==> src/rtl/hamming_serial_rx.sv <==
// Serial Hamming(7,4) receiver. It deserializes LSB-first codewords, corrects single-bit
// errors, and holds each nibble in a valid/ready output register next to the link-health counters.
module hamming_serial_rx #(
    parameter int CNT_W = 16
) (
    input  logic             clk,
    input  logic             rst,
    input  logic             bit_i,
    input  logic             bit_valid_i,
    input  logic             sof_i,
    output logic [3:0]       data_o,
    output logic [2:0]       syn_o,
    output logic             err_o,
    output logic             out_valid_o,
    input  logic             out_ready_i,
    output logic             busy_o,
    output logic             abort_o,
    output logic             overflow_o,
    output logic [CNT_W-1:0] word_cnt_o,
    output logic [CNT_W-1:0] corr_cnt_o,
    input  logic             clr_cnt_i
);

    localparam logic [0:0] ST_IDLE  = 1'b0;
    localparam logic [0:0] ST_SHIFT = 1'b1;

    logic [0:0] state;
    logic [2:0] bit_cnt;
    logic [5:0] sreg;

    logic [6:0] cw;
    logic [6:0] cw_fix;
    logic [2:0] syn;
    logic [3:0] data_fix;
    logic       complete;
    logic       load;
    logic       drop;

    assign busy_o   = (state == ST_SHIFT);
    assign complete = (state == ST_SHIFT) && bit_valid_i && !sof_i && (bit_cnt == 3'd6);
    assign load     = complete && (!out_valid_o || out_ready_i);
    assign drop     = complete && !load;

    // The 7th bit is still on bit_i here, so the decode sees the full word on the completing edge.
    always_comb begin
        // NOTE: every combinational output gets a default first, so no latch is inferred.
        cw     = {bit_i, sreg};
        syn    = {^(cw & 7'b1111000), ^(cw & 7'b1100110), ^(cw & 7'b1010101)};
        cw_fix = cw;
        if (syn != 3'd0)
            cw_fix[syn - 3'd1] = ~cw[syn - 3'd1];
        data_fix = {cw_fix[6], cw_fix[5], cw_fix[4], cw_fix[2]};
    end

    always_ff @(posedge clk) begin
        // NOTE: registered state updates use non-blocking assignments only.
        if (rst) begin
            state   <= ST_IDLE;
            bit_cnt <= 3'd0;
            sreg    <= 6'd0;
            abort_o <= 1'b0;
        end else begin
            abort_o <= 1'b0;
            if (bit_valid_i) begin
                if (sof_i) begin
                    // A new sof restarts framing. Any partial word in progress is discarded.
                    abort_o <= (state == ST_SHIFT);
                    sreg    <= {5'd0, bit_i};
                    bit_cnt <= 3'd1;
                    state   <= ST_SHIFT;
                end else if (state == ST_SHIFT) begin
                    if (bit_cnt == 3'd6) begin
                        state   <= ST_IDLE;
                        bit_cnt <= 3'd0;
                    end else begin
                        sreg[bit_cnt] <= bit_i;
                        bit_cnt       <= bit_cnt + 3'd1;
                    end
                end
            end
        end
    end

    always_ff @(posedge clk) begin
        if (rst) begin
            data_o      <= 4'd0;
            syn_o       <= 3'd0;
            err_o       <= 1'b0;
            out_valid_o <= 1'b0;
        end else if (load) begin
            data_o      <= data_fix;
            syn_o       <= syn;
            err_o       <= (syn != 3'd0);
            out_valid_o <= 1'b1;
        end else if (out_ready_i) begin
            out_valid_o <= 1'b0;
        end
    end

    // A clear takes priority over a coincident increment or overflow event.
    always_ff @(posedge clk) begin
        if (rst || clr_cnt_i) begin
            word_cnt_o <= '0;
            corr_cnt_o <= '0;
            overflow_o <= 1'b0;
        end else begin
            if (load && !(&word_cnt_o))
                word_cnt_o <= word_cnt_o + 1'b1;
            if (load && (syn != 3'd0) && !(&corr_cnt_o))
                corr_cnt_o <= corr_cnt_o + 1'b1;
            if (drop)
                overflow_o <= 1'b1;
        end
    end

endmodule

==> config.mk <==
export PLATFORM = sky130hd
export DESIGN_NAME = hamming_serial_rx
export DESIGN_NICKNAME = d
export VERILOG_FILES = /design/src/rtl/hamming_serial_rx.sv
export SDC_FILE = /design/constraint.sdc
export NUM_CORES = 1
export LEC_CHECK = 0
export CAP_MARGIN = 20
export CORE_MARGIN = 2
export CORE_UTILIZATION = 48
export CTS_BUF_LIST = sky130_fd_sc_hd__clkbuf_2
export DETAILED_ROUTE_END_ITERATION = 8
export PLACE_DENSITY = 0.76
export SKIP_CTS_REPAIR_TIMING = 1
export SLEW_MARGIN = 20
export SYNTH_ARGS = -nofsm -noshare
export SYNTH_HDL_FRONTEND = slang
export SYNTH_SLANG_ARGS = --single-unit
==> constraint.sdc <==
create_clock -name clk -period 2.75 [get_ports clk]
set_input_delay 0.6875 -clock clk [delete_from_list [all_inputs] [get_ports clk]]
set_output_delay 0.6875 -clock clk [all_outputs]
set_load 0.02 [all_outputs]
; ---- Yosys cells after proc, flatten, opt, wreduce, memory -nomap -nowiden
; Cells that the tools add are included.
; W data, S select, Z words.
[classes]
reduce_logical = 28
bitwise = 3
mux = 20
eq_ne = 2
magnitude_cmp = 4
n_addsub = 4
[op_table]
columns = cell, n
row1 = $add A16 B1 Y16 const B, 2
row2 = $reduce_and A16 Y1, 2
row3 = $reduce_xor A7 Y1, 3
row4 = $mux W6, 3
row5 = $logic_and A1 B1 Y1, 10
row6 = $mux W3, 3
row7 = $lt A3 B4 Y1 const B, 2
row8 = $mux W1, 8
row9 = $bwmux W7, 1
row10 = $mux W7, 1
row11 = $bwmux W6, 1
row12 = $demux W1 S3, 2
row13 = $ge A3 B1 Y1 const B, 2
row14 = $logic_not A1 Y1, 5
row15 = $reduce_bool A2 Y1, 2
row16 = $add A3 B1 Y3 const B, 1
row17 = $bmux W1 S3, 1
row18 = $eq A3 B3 Y1 const B, 1
row19 = $not A1 Y1, 3
row20 = $reduce_and A3 Y1, 1
row21 = $reduce_bool A3 Y1, 1
row22 = $reduce_or A3 Y1, 1
row23 = $sub A3 B1 Y3 const B, 1
row24 = $logic_or A1 B1 Y1, 2
row25 = 2 further kinds, 2
[word_totals]
wordCells = 72
output_inout_bits = 44
register_bits = 53

; ---- Longest topological paths before layout
[depth]
ltp_word = 8
mapped_depth = 10

; ---- Worst setup path before layout
; Ideal clock, no wire load.
[synth_path]
path_kind = input to register
from = in bit_i
to = reg corr_cnt_o[8]
cell_stages = 10
slack_ps = -50
path_buffers = 1
arrival_ps = 2741
setup_ps = 60
required_time_ps = 2690
path_cell_list = clkbuf_1 > xnor2_1 > xor2_1 > nor2_1 > ha_1 > inv_1 > and4_1 > o211ai_2 > or4_1 > nand2_1
[synth_via]
elab_chain_len = 4
elab_cells_between_ends = 6
[synth_lines]
columns = element, line
row1 = from (decl), 8  ; input logic bit_i,
row2 = $reduce_xor A7 Y1, 48  ; syn = {^(cw & 7'b1111000), ^(cw & 7'b1100110), ^(cw & 7'b1010101)};
row3 = $reduce_bool A3 Y1 *, 109  ; if (load && (syn != 3'd0) && !(&corr_cnt_o))
row4 = $logic_and A1 B1 Y1 * (2 in series), 109
row5 = to (signal assigned), 110  ; corr_cnt_o <= corr_cnt_o + 1'b1;
row6 = to (decl), 20  ; output logic [CNT_W-1:0] corr_cnt_o,
; Every way passes the cells marked *; elsewhere a longest branch is shown, timed or not.
; A chain may end at the register's enable or synchronous reset.

; ---- Worst setup path in the final report
[layout_path]
from = in bit_i
to = reg corr_cnt_o[13]
; The elaborated chain is that of the path after synthesis.

==> flow_results.org <==
** Outcome
- Outcome :: completed

** Worst setup path
- Worst flop-to-flop path startpoint :: sreg[2]$_SDFFE_PP0P_
- The worst setup path is of the input pin to flip-flop kind.
- The endpoint identified for the worst register-to-register timing path is corr_cnt_o[13]$_SDFFE_PP0P_.
- The worst setup path is captured at a flip-flop.
- Capture point of the critical path :: corr_cnt_o[13]$_SDFFE_PP0P_
- Beginning of the critical path :: bit_i
- STA puts the critical path data arrival time at 2.98 ns.
- In this run the register-to-register setup slack is 0.39 ns.
- Worst Reg2Reg Path Length in Cells :: 9
- Kind of start point of the critical path :: input pin
- Highest net fanout along the worst path :: 10
- Worst path required time :: 3.15 ns

** Logic synthesis
- Register area share after synthesis :: 35.75%
- Fraction of registers with async set/reset :: 0%
- sky130_fd_sc_hd__dfxtp_1 is the most common cell in the netlist.
- Most used flip-flop cell after synthesis :: sky130_fd_sc_hd__dfxtp_1
- Synthesis handed over a netlist of 353 instances.
- Number of warnings issued by yosys :: 0
- Counting flops with a built-in enable in the synthesized netlist gives 0.
- Average size of a mapped cell :: 8.407 um2
- Number of library cell types mapped by synthesis :: 56
- Synthesis produced a netlist with a net count of 363.
- Area of the mapped netlist :: 0.002968 mm2
- Top cell type's share of synthesized area :: 35.75%
- Number of synthesized register bits :: 53
- In the post-synthesis netlist, the biggest area contributors are sky130_fd_sc_hd__dfxtp_1, sky130_fd_sc_hd__xnor2_1, sky130_fd_sc_hd__nor2_1.
- Sorting the synthesized cells by how often they occur yields sky130_fd_sc_hd__dfxtp_1, sky130_fd_sc_hd__nor2_1, sky130_fd_sc_hd__xnor2_1, sky130_fd_sc_hd__a21oi_1, sky130_fd_sc_hd__nand2_1.
- Post-synthesis cell type with the largest combined area :: sky130_fd_sc_hd__dfxtp_1

** Layout
- The number of antenna diodes in the final layout is 0.
- Post-layout net count :: 421
- Relative to the synthesized area, the layout overhead comes to 25.34%.
- In the final layout, flip-flops and latches occupy 0.001061 mm2.
- Post-route non-filler standard cell count :: 487
- After routing the design area is 0.003720 mm2.
- Area used by multi-input combinational logic :: 0.001782 mm2
- Fill cells :: 517
- Share of layout cells above drive strength 1 :: 14.32%

** STA
- Clk_skew :: 0.04040 ns
- At the pin with the least slew margin, the transition time is 0.6558 ns.
- The final max-slew violation count is 0.
- Maximum operating frequency :: 387.2 MHz
- Counting I/O delays and the setup requirement, the final critical path takes 2.583 ns.
- Setup repair after global routing left no endpoint under its margin.
- Setup Viol. Count Final :: 0
- Headroom to the max-slew limit came out at 56.12%.
- Final Cycle Share :: 93.92%
- Final hold violation count :: 0

** GRT
- The initial antenna violation count came to 0.
- Entering global routing, the biggest net connects 23 pins.
- Global routing finished with a remaining overflow of 0.
- Vias in the first global route :: 2495
- The first global-routing pass estimated 11.07 mm of wire.
- Global routing used 20.30% of the available tracks.

** Hold path
- The path class of the tightest hold or removal check is flip-flop to flip-flop.

** Detailed routing
- After the first detailed-routing iteration, the DRC count stood at 110.
- ANT nets after route :: 0
- After detailed routing, the number of remaining DRC violations is 0.
- For this block, the routed nets add up to 6.584 mm of wire.
- In the routed layout, each cell is associated on average with a via count of 5.661.
- Detailed-route via count :: 2757
- Number of iterations in the first detailed-routing pass :: 4
- In the final routed layout, each cell accounts on average for 13.52 um.

** Pwr
- Overall power consumption after layout is estimated at 1.299 mW.
- VDD sags by at most 0.2730 mV.
- Power density cells :: 349.3 mW/mm2
- Leakage component of the power :: 1.180 nW

** Floorplanning
- Starting Density :: 49.83%
- The floorplan step set the die height to 82.63 um.
- The die is 82.63 um wide.
- Row cnt :: 28
- I/O pins :: 51
- The core region is 0.005956 mm2.
- Area enclosed by the die boundary :: 0.006828 mm2

** Placement
- During placement, the flow inserted port buffers numbering 50.
- Placed Instance Area :: 0.003631 mm2
- The congestion estimate from routability-driven global placement came to 0.8842.
- Hpwl dp :: 4.826 mm
- Instance count after placement with tap cells included :: 479

** Clock network
- Number of H-tree levels :: 2
- Num CTS Buffers :: 5
- The later pin in the worst-skew pair is clocked with a latency of 0.46 ns.
- Buffer levels on the longest clock path :: 2
- TritonCTS built the clock tree.
- Clock slew seen by the registers of the worst setup and hold paths :: 0.29 ns
- Root cell of the clock tree :: sky130_fd_sc_hd__clkbuf_2
- Number of sinks driven by the clock tree :: 53

** Job
- The tool flagged a number of max-cap violations equal to 0.
==> cells by family (layout without fill, tap and decap cells) <==
logic type      after synthesis  in the layout  share of synthesized area [%]
compound gates               79             79                          19.94
xor+xnor                     32             32                          9.697
mux                           4              4                          1.349
fa+ha+maj                     3              3                          1.265
buf+inv                      34             93                          4.890
simple gates                148            148                          27.11
flops                        53             53                          35.75
==> critical path, stage by stage <==
cell	delay, ns
sky130_fd_sc_hd__clkdlybuf4s50_1	0.54
sky130_fd_sc_hd__xnor2_2	0.27
sky130_fd_sc_hd__xor2_1	0.23
sky130_fd_sc_hd__nor2_1	0.07
sky130_fd_sc_hd__ha_1	0.19
sky130_fd_sc_hd__inv_1	0.12
sky130_fd_sc_hd__nand4_4	0.21
sky130_fd_sc_hd__a2111oi_2	0.43
sky130_fd_sc_hd__xnor2_1	0.16
sky130_fd_sc_hd__nor2_1	0.06
==> through the flow <==
stage / util (%) / setup slack [ns] / hold WS, ns / setup TNS (ns)
floorplan: - / 0.0007430 / 0.4627 / 0
global placement: 60.97 / -0.2494 / 0.4629 / -3.055
detailed placement: 60.97 / -0.3359 / 0.4640 / -4.618
CTS: 62.12 / 0.1816 / 0.4913 / 0
global route: 62.46 / 0.008404 / 0.4992 / 0
finish: 62.46 / 0.1672 / 0.4828 / 0
==> worst min path at each step <==
stage | startpoint | to | slack [ns] | cells past startpoint
floorplan | sreg[3]$_SDFFE_PP0P_ | sreg[3]$_SDFFE_PP0P_ | 0.46 | 2
global placement | data_o[0]$_SDFFE_PP0P_ | data_o[0]$_SDFFE_PP0P_ | 0.46 | 2
detailed placement | data_o[0]$_SDFFE_PP0P_ | data_o[0]$_SDFFE_PP0P_ | 0.46 | 2
CTS | data_o[0]$_SDFFE_PP0P_ | data_o[0]$_SDFFE_PP0P_ | 0.49 | 2
global route | data_o[0]$_SDFFE_PP0P_ | data_o[0]$_SDFFE_PP0P_ | 0.50 | 2
finish | data_o[0]$_SDFFE_PP0P_ | data_o[0]$_SDFFE_PP0P_ | 0.48 | 2
==> layout by cell type, fill, tap and decap left out, drive strengths merged, types with 4 or more instances in the layout <==
cell type	n
inv	14
nand2b	5
nand4	7
a211oi	11
o211ai	4
a31oi	5
nand3	20
buf	22
a2111oi	7
dfxtp	53
clkdlybuf4s50	50
nor4	6
and4	5
clkbuf	5
or3	5
xnor2	29
a21oi	22
or2	7
nor3	7
o21ai	13
mux2i	4
nor2	52
nand2	21
==> power breakdown <==
| part | switching [mW] | leakage (nW) | total, mW | internal, mW |
|---|---|---|---|---|
| combinational | 0.0605 | 0.709 | 0.106 | 0.0457 |
| sequential | 0.00721 | 0.427 | 0.782 | 0.775 |
| clock | 0.256 | 0.0433 | 0.411 | 0.156 |
| total | 0.323 | 1.18 | 1.30 | 0.976 |
==> per-layer routing <==
| metal | vias up | track usage, % | share of wire, % |
|---|---|---|---|
| met1 | 1316 | 25.12 | 45 |
| li1 | 1383 | - | - |
| met3 | 7 | 3.587 | 3.7 |
| met2 | 51 | 36.21 | 50 |
| met4 | 0 | 5.246 | 0.84 |
| met5 | - | 0 | 0 |
==> cell type report <==
cell class,count,share of cell area (%)
timing repair buffer,72,17.89
tap,75,2.523
inverter,13,1.312
sequential,53,28.52
clock buffer,5,0.6727
clock inverter,3,1.177
multi-input combinational,266,47.90
==> sequential cells by signal, indices dropped and copies added, names as in the netlist <==
signal	flops
abort_o	1
err_o	1
data_o	4
bit_cnt	3
syn_o	3
out_valid_o	1
sreg	6
corr_cnt_o	16
word_cnt_o	16
busy_o	1
overflow_o	1
Note: power is estimated with default switching activity, not from simulation.
